File: config.mk
export PLATFORM = sky130hd
export DESIGN_NAME = mem_access_unit
export DESIGN_NICKNAME = d
export VERILOG_FILES = /design/src/rtl/mem_access_unit.sv
export SDC_FILE = /design/constraint.sdc
export NUM_CORES = 1
export LEC_CHECK = 0
export ABC_CLOCK_PERIOD_IN_PS = 3300
export CORE_ASPECT_RATIO = 1.25
export CORE_MARGIN = 1
export CORE_UTILIZATION = 25
export DETAILED_ROUTE_END_ITERATION = 10
export DONT_BUFFER_PORTS = 1
export SYNTH_ARGS = -nofsm -noshare
export SYNTH_HDL_FRONTEND = slang
export SYNTH_SLANG_ARGS = --single-unit
File: constraint.sdc
create_clock -name clk -period 3.3 [get_ports clk]
set_clock_uncertainty 0.1 [all_clocks]
set_input_delay 0.33 -clock clk [delete_from_list [all_inputs] [get_ports clk]]
set_output_delay 0.33 -clock clk [all_outputs]
set_load 0.05 [all_outputs]
File: src/rtl/mem_access_unit.sv
// MEM-stage load/store engine: one single-beat 64-bit AXI read or write per op,
// stalling the pipeline until the response returns. len/size/burst/wlast are tied off by the top.
module mem_access_unit #(
    parameter int ID_WIDTH   = 13,
    parameter int ADDR_WIDTH = 64,
    parameter int DATA_WIDTH = 64,
    parameter int TXN_ID     = 1
) (
    input  logic                  clk,
    input  logic                  reset,

    input  logic                  req_valid,
    input  logic                  req_load,
    input  logic                  req_store,
    input  logic [2:0]            req_funct3,
    input  logic [ADDR_WIDTH-1:0] req_addr,
    input  logic [63:0]           req_wdata,

    output logic                  busy,
    output logic                  done,
    output logic [63:0]           load_data,
    output logic                  err,

    output logic [ID_WIDTH-1:0]   m_arid,
    output logic [ADDR_WIDTH-1:0] m_araddr,
    output logic                  m_arvalid,
    input  logic                  m_arready,

    input  logic [DATA_WIDTH-1:0] m_rdata,
    input  logic [1:0]            m_rresp,
    input  logic                  m_rvalid,
    output logic                  m_rready,

    output logic [ID_WIDTH-1:0]   m_awid,
    output logic [ADDR_WIDTH-1:0] m_awaddr,
    output logic                  m_awvalid,
    input  logic                  m_awready,

    output logic [DATA_WIDTH-1:0] m_wdata,
    output logic [7:0]            m_wstrb,
    output logic                  m_wvalid,
    input  logic                  m_wready,

    input  logic [1:0]            m_bresp,
    input  logic                  m_bvalid,
    output logic                  m_bready
);

    localparam logic [2:0] S_IDLE = 3'd0;
    localparam logic [2:0] S_RD_A = 3'd1;
    localparam logic [2:0] S_RD_D = 3'd2;
    localparam logic [2:0] S_WR_A = 3'd3;
    localparam logic [2:0] S_WR_B = 3'd4;
    localparam logic [2:0] S_DONE = 3'd5;

    logic [2:0]            r_state;
    logic [2:0]            w_next_state;

    logic                  r_is_load;
    logic [2:0]            r_funct3;
    logic [2:0]            r_offset;
    logic [ADDR_WIDTH-1:0] r_addr;
    logic [DATA_WIDTH-1:0] r_wdata;
    logic [7:0]            r_wstrb;
    logic [DATA_WIDTH-1:0] r_rdata;
    logic [1:0]            r_resp;
    logic                  r_aw_pend;
    logic                  r_w_pend;

    logic                  w_op;
    logic                  w_is_load;
    logic                  w_f3_legal;
    logic                  w_misaligned;
    logic                  w_legal;
    logic                  w_start;
    logic [2:0]            w_offset;
    logic [2:0]            w_align_mask;
    logic [7:0]            w_size_strb;
    logic                  w_aw_ok;
    logic                  w_w_ok;
    logic [63:0]           w_raw;
    logic [63:0]           w_ext;

    // Request decode; a request with both load and store set is treated as a load.
    assign w_op      = req_valid & (req_load | req_store);
    assign w_is_load = req_load;
    assign w_offset  = req_addr[2:0];

    // NOTE: every always_comb output gets a default first so no latch is inferred.
    always_comb begin
        w_align_mask = 3'd0;
        w_size_strb  = 8'h01;
        case (req_funct3[1:0])
            2'd0: begin w_align_mask = 3'd0; w_size_strb = 8'h01; end
            2'd1: begin w_align_mask = 3'd1; w_size_strb = 8'h03; end
            2'd2: begin w_align_mask = 3'd3; w_size_strb = 8'h0F; end
            default: begin w_align_mask = 3'd7; w_size_strb = 8'hFF; end
        endcase
    end

    assign w_f3_legal   = w_is_load ? (req_funct3 != 3'd7) : ~req_funct3[2];
    assign w_misaligned = |(w_offset & w_align_mask);
    assign w_legal      = w_f3_legal & ~w_misaligned;
    assign w_start      = (r_state == S_IDLE) & w_op & w_legal;

    assign w_aw_ok = ~r_aw_pend | m_awready;
    assign w_w_ok  = ~r_w_pend  | m_wready;

    always_comb begin
        w_next_state = r_state;
        case (r_state)
            S_IDLE: if (w_op & w_legal) w_next_state = w_is_load ? S_RD_A : S_WR_A;
            S_RD_A: if (m_arready) w_next_state = S_RD_D;
            S_RD_D: if (m_rvalid) w_next_state = S_DONE;
            S_WR_A: if (w_aw_ok & w_w_ok) w_next_state = S_WR_B;
            S_WR_B: if (m_bvalid) w_next_state = S_DONE;
            default: w_next_state = S_IDLE;
        endcase
    end

    // NOTE: sequential state uses non-blocking assignments only.
    always_ff @(posedge clk) begin
        if (reset) begin
            r_state   <= S_IDLE;
            r_is_load <= 1'b0;
            r_funct3  <= 3'd0;
            r_offset  <= 3'd0;
            r_addr    <= '0;
            r_wdata   <= '0;
            r_wstrb   <= 8'h00;
            r_rdata   <= '0;
            r_resp    <= 2'd0;
            r_aw_pend <= 1'b0;
            r_w_pend  <= 1'b0;
        end else begin
            r_state <= w_next_state;
            if (w_start) begin
                r_is_load <= w_is_load;
                r_funct3  <= req_funct3;
                r_offset  <= w_offset;
                r_addr    <= {req_addr[ADDR_WIDTH-1:3], 3'b000};
                r_aw_pend <= ~w_is_load;
                r_w_pend  <= ~w_is_load;
                r_wdata   <= w_is_load ? '0 : (req_wdata << {w_offset, 3'b000});
                r_wstrb   <= w_is_load ? 8'h00 : (w_size_strb << w_offset);
            end
            // Each write channel drops its valid independently after its own handshake.
            if (m_awvalid & m_awready) r_aw_pend <= 1'b0;
            if (m_wvalid & m_wready)   r_w_pend  <= 1'b0;
            if (m_rvalid & m_rready) begin
                r_rdata <= m_rdata;
                r_resp  <= m_rresp;
            end
            if (m_bvalid & m_bready) r_resp <= m_bresp;
        end
    end

    assign w_raw = r_rdata >> {r_offset, 3'b000};

    always_comb begin
        w_ext = 64'd0;
        case (r_funct3)
            3'd0: w_ext = {{56{w_raw[7]}},  w_raw[7:0]};
            3'd1: w_ext = {{48{w_raw[15]}}, w_raw[15:0]};
            3'd2: w_ext = {{32{w_raw[31]}}, w_raw[31:0]};
            3'd3: w_ext = w_raw;
            3'd4: w_ext = {56'd0, w_raw[7:0]};
            3'd5: w_ext = {48'd0, w_raw[15:0]};
            3'd6: w_ext = {32'd0, w_raw[31:0]};
            default: w_ext = 64'd0;
        endcase
    end

    // Illegal or misaligned requests complete in the cycle they are seen, with no bus traffic.
    assign busy      = w_op & w_legal & (r_state != S_DONE);
    assign done      = (r_state == S_DONE) | ((r_state == S_IDLE) & w_op & ~w_legal);
    assign err       = (r_state == S_DONE) ? (r_resp != 2'd0)
                                           : ((r_state == S_IDLE) & w_op & ~w_legal);
    assign load_data = ((r_state == S_DONE) & r_is_load) ? w_ext : 64'd0;

    assign m_arid    = ID_WIDTH'(TXN_ID);
    assign m_awid    = ID_WIDTH'(TXN_ID);
    assign m_araddr  = r_addr;
    assign m_awaddr  = r_addr;
    assign m_arvalid = (r_state == S_RD_A);
    assign m_rready  = (r_state == S_RD_D);
    assign m_awvalid = (r_state == S_WR_A) & r_aw_pend;
    assign m_wvalid  = (r_state == S_WR_A) & r_w_pend;
    assign m_wdata   = r_wdata;
    assign m_wstrb   = r_wstrb;
    assign m_bready  = (r_state == S_WR_B);

endmodule
==> After elaboration in Yosys (flattened, before gate mapping) <==
Cells that the tools add are included.
{ "totals": {"register_bits": 211, "in_bits": 209, "word_cells": 86} }
{ "op_classes": {"eq_ne": 20, "shift": 3, "n_mux": 17, "bitwise_logic": 26, "n_reduce_logical": 9} }
{ "op_table": {"columns": ["op", "n"], "rows": [
  ["64-bit case mux with 7 select lines", 1],
  ["64-bit two-way mux", 2],
  ["64-bit by 6-bit left shift with 64-bit output", 1],
  ["64-bit by 6-bit right shift with 64-bit output", 1],
  ["8-bit case mux with 3 select lines", 1],
  ["1-bit bitwise AND", 15],
  ["3-bit == test, second input constant", 5],
  ["3-bit two-way mux", 5],
  ["3-bit case mux with 5 select lines", 1],
  ["3-bit by 2-bit == test with 1-bit output, second input constant", 4],
  ["3-bit case mux with 3 select lines", 1],
  ["8-bit two-way mux", 1],
  ["8-bit by 3-bit left shift with 8-bit output", 1],
  ["3-bit by 1-bit == test with 1-bit output, second input constant", 2],
  ["3-bit zero test", 2],
  ["2-bit two-way mux", 3],
  ["2-bit != test, second input constant", 3],
  ["3-bit != test, second input constant", 2],
  ["1-bit NOT", 6],
  ["5-bit AND reduction", 1],
  ["2-bit by 1-bit != test with 1-bit output, second input constant", 2],
  ["1-bit OR", 4],
  ["2-bit nonzero test", 2],
  ["2-bit OR reduction", 2],
  ["other kinds (6)", 7]
]} }

==> Depth between registers and ports, before layout <==
{ "depth": {"depth_word": 9, "ltp_mapped": 8} }

==> Worst setup path after synthesis <==
Ideal clock, no wire load.
{ "synth_path": {"kind": "input-to-output", "startpoint": "input req_load", "endpoint": "output err", "t_arrival_ns": 2.851, "required_ns": 2.870, "setup_slack_ns": 0.019, "stages": 6, "n_path_buf": 2, "path_cell_list": "buf_2 -> a21boi_1 -> o2111ai_1 -> buf_2 -> a21o_1 -> a21boi_0"} }
{ "synth_via": {"elab_chain_len": 5} }
{ "synth_rtl": {"columns": ["element", "line", "rtl"], "rows": [
  ["start, declared", "13", "input logic req_load,"],
  ["1-bit OR / 1-bit two-way mux (equally long branches)", "85, 101", null],
  ["1-bit bitwise AND, on equally long branches", "85, 103", null],
  ["1-bit bitwise AND / 1-bit NOT (equally long branches)", "178", ": ((r_state == S_IDLE) & w_op & ~w_legal);"],
  ["1-bit bitwise AND (*)", "178", null],
  ["1-bit two-way mux (*)", "177", "assign err = (r_state == S_DONE) ? (r_resp != 2'd0)"],
  ["end, declared", "22", "output logic err,"]
]} }
Mark *: on every way between the ends. The rest lies on a longest branch, timed or not.

==> Worst setup path in the final report <==
{ "layout_path": {"startpoint": "register r_offset[1]", "endpoint": "output load_data[16]"} }
{ "layout_via": {"elab_chain_len": 3} }
{ "layout_rtl": {"columns": ["element", "line", "rtl"], "rows": [
  ["start, declared", "61", "logic [2:0] r_offset;"],
  ["start signal, assigned", "140", "r_offset <= w_offset;"],
  ["64-bit by 6-bit right shift with 64-bit output", "158", "assign w_raw = r_rdata >> {r_offset, 3'b000};"],
  ["64-bit case mux with 7 select lines", "162", "case (r_funct3)"],
  ["64-bit two-way mux", "179", "assign load_data = ((r_state == S_DONE) & r_is_load) ? w_ext : 64'd0;"],
  ["end, declared", "21", "output logic [63:0] load_data,"]
]} }
No other way between the ends.

==> flow_metrics.env <==
export IMPL_powerDensity_nw_per_um2=440
export IMPL_critPathRequiredTime_ns=2.87
export IMPL_setup_slack_ns=0.102
export IMPL_avgSynthCellArea_um2=8.26
export IMPL_wl_mm=59.7
export IMPL_worst_slew_pin_slew_ns=1.12
export IMPL_final_cell_mix="224 x a21oi_1, 216 x nand2_1, 207 x dfxtp_1"
export IMPL_cp_cell_sequence="buf_12 -> mux2i_1 -> mux4_2 -> buf_12 -> a2bb2oi_4 -> buf_12 -> a21oi_1 -> buf_4"
export IMPL_p_sw_frac=0.319
export IMPL_firstDrtPassIters=7
export IMPL_first_global_vias=12700
export IMPL_grt_pass1_wl_mm=86.8
export IMPL_worstPathArrival_ns=2.77
export IMPL_cp_max_fo=22
export IMPL_grt_busiest_layer="met2"
export IMPL_overflow=0
export IMPL_cp_start_kind="flop"
export IMPL_io_pins=507
export IMPL_fmax_ghz=0.313
export IMPL_crit_path_end_kind="output port"
export IMPL_gr_usage_met1=0.254
export IMPL_clk_pin_slew_ns=0.06
export IMPL_worst_r2r_cell_count=7
export IMPL_setup_viol=0
export IMPL_status="completed"
export IMPL_areaGrowthSynthToFinish_pct=25.3
export IMPL_ant_nets=0
export IMPL_synth_top_area_share=0.320
export IMPL_coreArea_um2=51800
export IMPL_first_iter_violations=1442
export IMPL_fin_nets=1895
export IMPL_fillCellCount=5359
export IMPL_start_util=0.255
export IMPL_drcViolationCount=0
export IMPL_hold_ws_ns=0.0392
export IMPL_dr_total_vias=13300
export IMPL_clkPwrFrac=0.425
export IMPL_multi_input_area_um2=7820
export IMPL_pwr_share_seq=0.406
export IMPL_met2_usage=0.364
export IMPL_p_int_w=0.00496
export IMPL_synth_flop_cell="dfxtp_1"
export IMPL_regArea_um2=4230
export IMPL_setup_tns_ns=0
export IMPL_syn_area_um2=13200
export IMPL_fp_dieH_um=259
export IMPL_ys_seq_area_frac=0.320
export IMPL_layout_drive_gt1_share=0.199
export IMPL_grt_max_degree=172
export IMPL_die_w_um=208
export IMPL_yosys_warnings=0
export IMPL_relSlewSlack=0.250
export IMPL_portBuffers=0
export IMPL_cts_num_sinks=211
export IMPL_timing_final_crit_share=0.969
export IMPL_cts_root_buf="clkbuf_16"
export IMPL_clock_latency_ns=0.57
export IMPL_cts_inserted_buffers=26
export IMPL_cts_max_level=1
export IMPL_finalCriticalPeriod_ns=3.20
export IMPL_design_die_area_um2=53700
export IMPL_synth_edf_count=0
export IMPL_final_util=0.320
export IMPL_cap_viol_max_count=0
export IMPL_yosysTopAreaCell="dfxtp_1"
export IMPL_antenna_found_initial=3
export IMPL_final_common_cell="a21oi_1"
export IMPL_hold_path_class="primary input to flop"
export IMPL_power_switching_w=0.00232
export IMPL_hold_path_cell_count=3
export IMPL_grt_use_met3=0.0506
export IMPL_pwr_share_comb=0.169
export IMPL_yosys_cell_types_count=58
export IMPL_ys_ff_latch=211
export IMPL_synth_async_reset_ratio=0
export IMPL_cts_tree="done"
export IMPL_crit_path_max_incr_delay_ns=0.53
export IMPL_vdd_drop_max_v=0.000438
export IMPL_slew_violations=0
export IMPL_placementRows=93
export IMPL_synthTopCellsByArea="dfxtp_1 32%, mux4_2 10%, a21oi_1 8.5%"
export IMPL_power_w=0.00728
export IMPL_p_leak_nw=5.58
export IMPL_vias_per_cell=5.59
export IMPL_netlist_instances=1599
export IMPL_path_class="flop to output port"
export IMPL_hold_violations=0
export IMPL_gr_usage_all_layers=0.213
export IMPL_wire_per_inst_um=25.2
export IMPL_crit_top_cell="buf_12"
export IMPL_slowest_stage="mux4_2"
export IMPL_hpwl_mm=40.3
export IMPL_rsz0062_at_grt="false"
export IMPL_dpl_worst_slack_ns=0.0386
export IMPL_place_congestion=0.932
export IMPL_clockBufferDepth=3
==> power by group through the flow <==
| stage | clock network, W | logic [W] | registers [W] |
|---|---|---|---|
| after floorplan | 0 | 0.000981 | 0.00286 |
| after global placement | 0 | 0.000982 | 0.00300 |
| after detailed placement | 0 | 0.000998 | 0.00301 |
| after CTS | 0.00319 | 0.00122 | 0.00295 |
| after global routing | 0.00328 | 0.00132 | 0.00296 |
| final | 0.00309 | 0.00123 | 0.00295 |
==> flip-flops by register name, summed over array words and instances (netlist names) <==
signal,cells
m_wdata,64
r_rdata,64
m_araddr,61
m_wstrb,8
r_funct3,3
r_offset,3
r_state,3
r_resp,2
r_aw_pend,1
r_is_load,1
r_w_pend,1
==> stage by stage <==
step	instance area [um2]	instances
global route	16500	2371
detailed placement	13800	2157
CTS	16400	2364
floorplan	13300	1629
global placement	13800	2157
finish	16500	2373
==> worst max-delay path, delay by kind of cell (launching register included) <==
kind / cells / cell delay (ns)
DFF: 1 / 0.44
muxes: 2 / 0.63
AOI/OAI and AO/OA: 2 / 0.34
buffers and inverters: 4 / 0.80
==> cell usage after synthesis (all sizes together) (3+ instances only) <==
cell type	instances
nor3	17
o2111ai	11
and2	11
a211oi	4
nor3b	6
a21boi	11
mux2i	42
nor2	23
nor4	12
nor2b	16
nand4	45
a21oi	224
o211ai	14
o2bb2ai	9
dfxtp	211
o21ba	8
o211a	3
clkbuf	110
inv	8
a22o	20
nand2	218
mux2	63
o21a	3
mux4	59
a22oi	4
and3	6
nand3	79
nand2b	21
a31oi	33
or2	3
buf	153
o21ai	126
==> final timing paths <==
path | end | from | slack, ns
worst min-delay path | m_wdata[47]$_SDFFE_PP0P_ | req_addr[1] | 0.04
worst max-delay path | load_data[16] | r_offset[1]$_SDFFE_PP0P_ | 0.10
worst max register to register | m_araddr[31]$_SDFFE_PP0P_ | r_state[1]$_SDFFE_PP0P_ | 0.33
worst min register to register | r_rdata[2]$_SDFFE_PP0P_ | r_rdata[2]$_SDFFE_PP0P_ | 0.36
==> cell families (layout without fill, tap and decap cells) <==
kind of cell | after synthesis | count (layout) | share of synthesized area
other | 2 | 35 | 0.000569
flip-flops | 211 | 211 | 0.320
multiplexers | 164 | 164 | 0.186
AND/OR/NAND/NOR | 463 | 463 | 0.166
buffers and inverters | 272 | 345 | 0.111
AO/OA/AOI/OAI | 487 | 490 | 0.216
==> final cells by class <==
class	count	area share
Timing Repair Buffer	289	0.164
Tap cell	665	0.0503
Antenna cell	3	0.000454
Clock inverter	14	0.0134
Sequential cell	211	0.256
Inverter	9	0.00204
Clock buffer	33	0.0415
Multi-Input combinational cell	1149	0.473
==> layer usage <==
metal	vias up	wire, um	part of all wire
met5	-	10	0.00017
met3	132	4980	0.083
li1	5884	-	-
met4	2	2750	0.046
met1	6526	22900	0.38
met2	713	29000	0.49
==> repair_timing <==
item,in CTS,in global routing
hold endpoints to repair,211,0
endpoints found under the setup margin,56,50
resized for setup,8,7
setup buffers,3,6
hold buffers,154,0
gates cloned,3,0
pin swaps,1,3
Power figures use the tool's default switching activity.
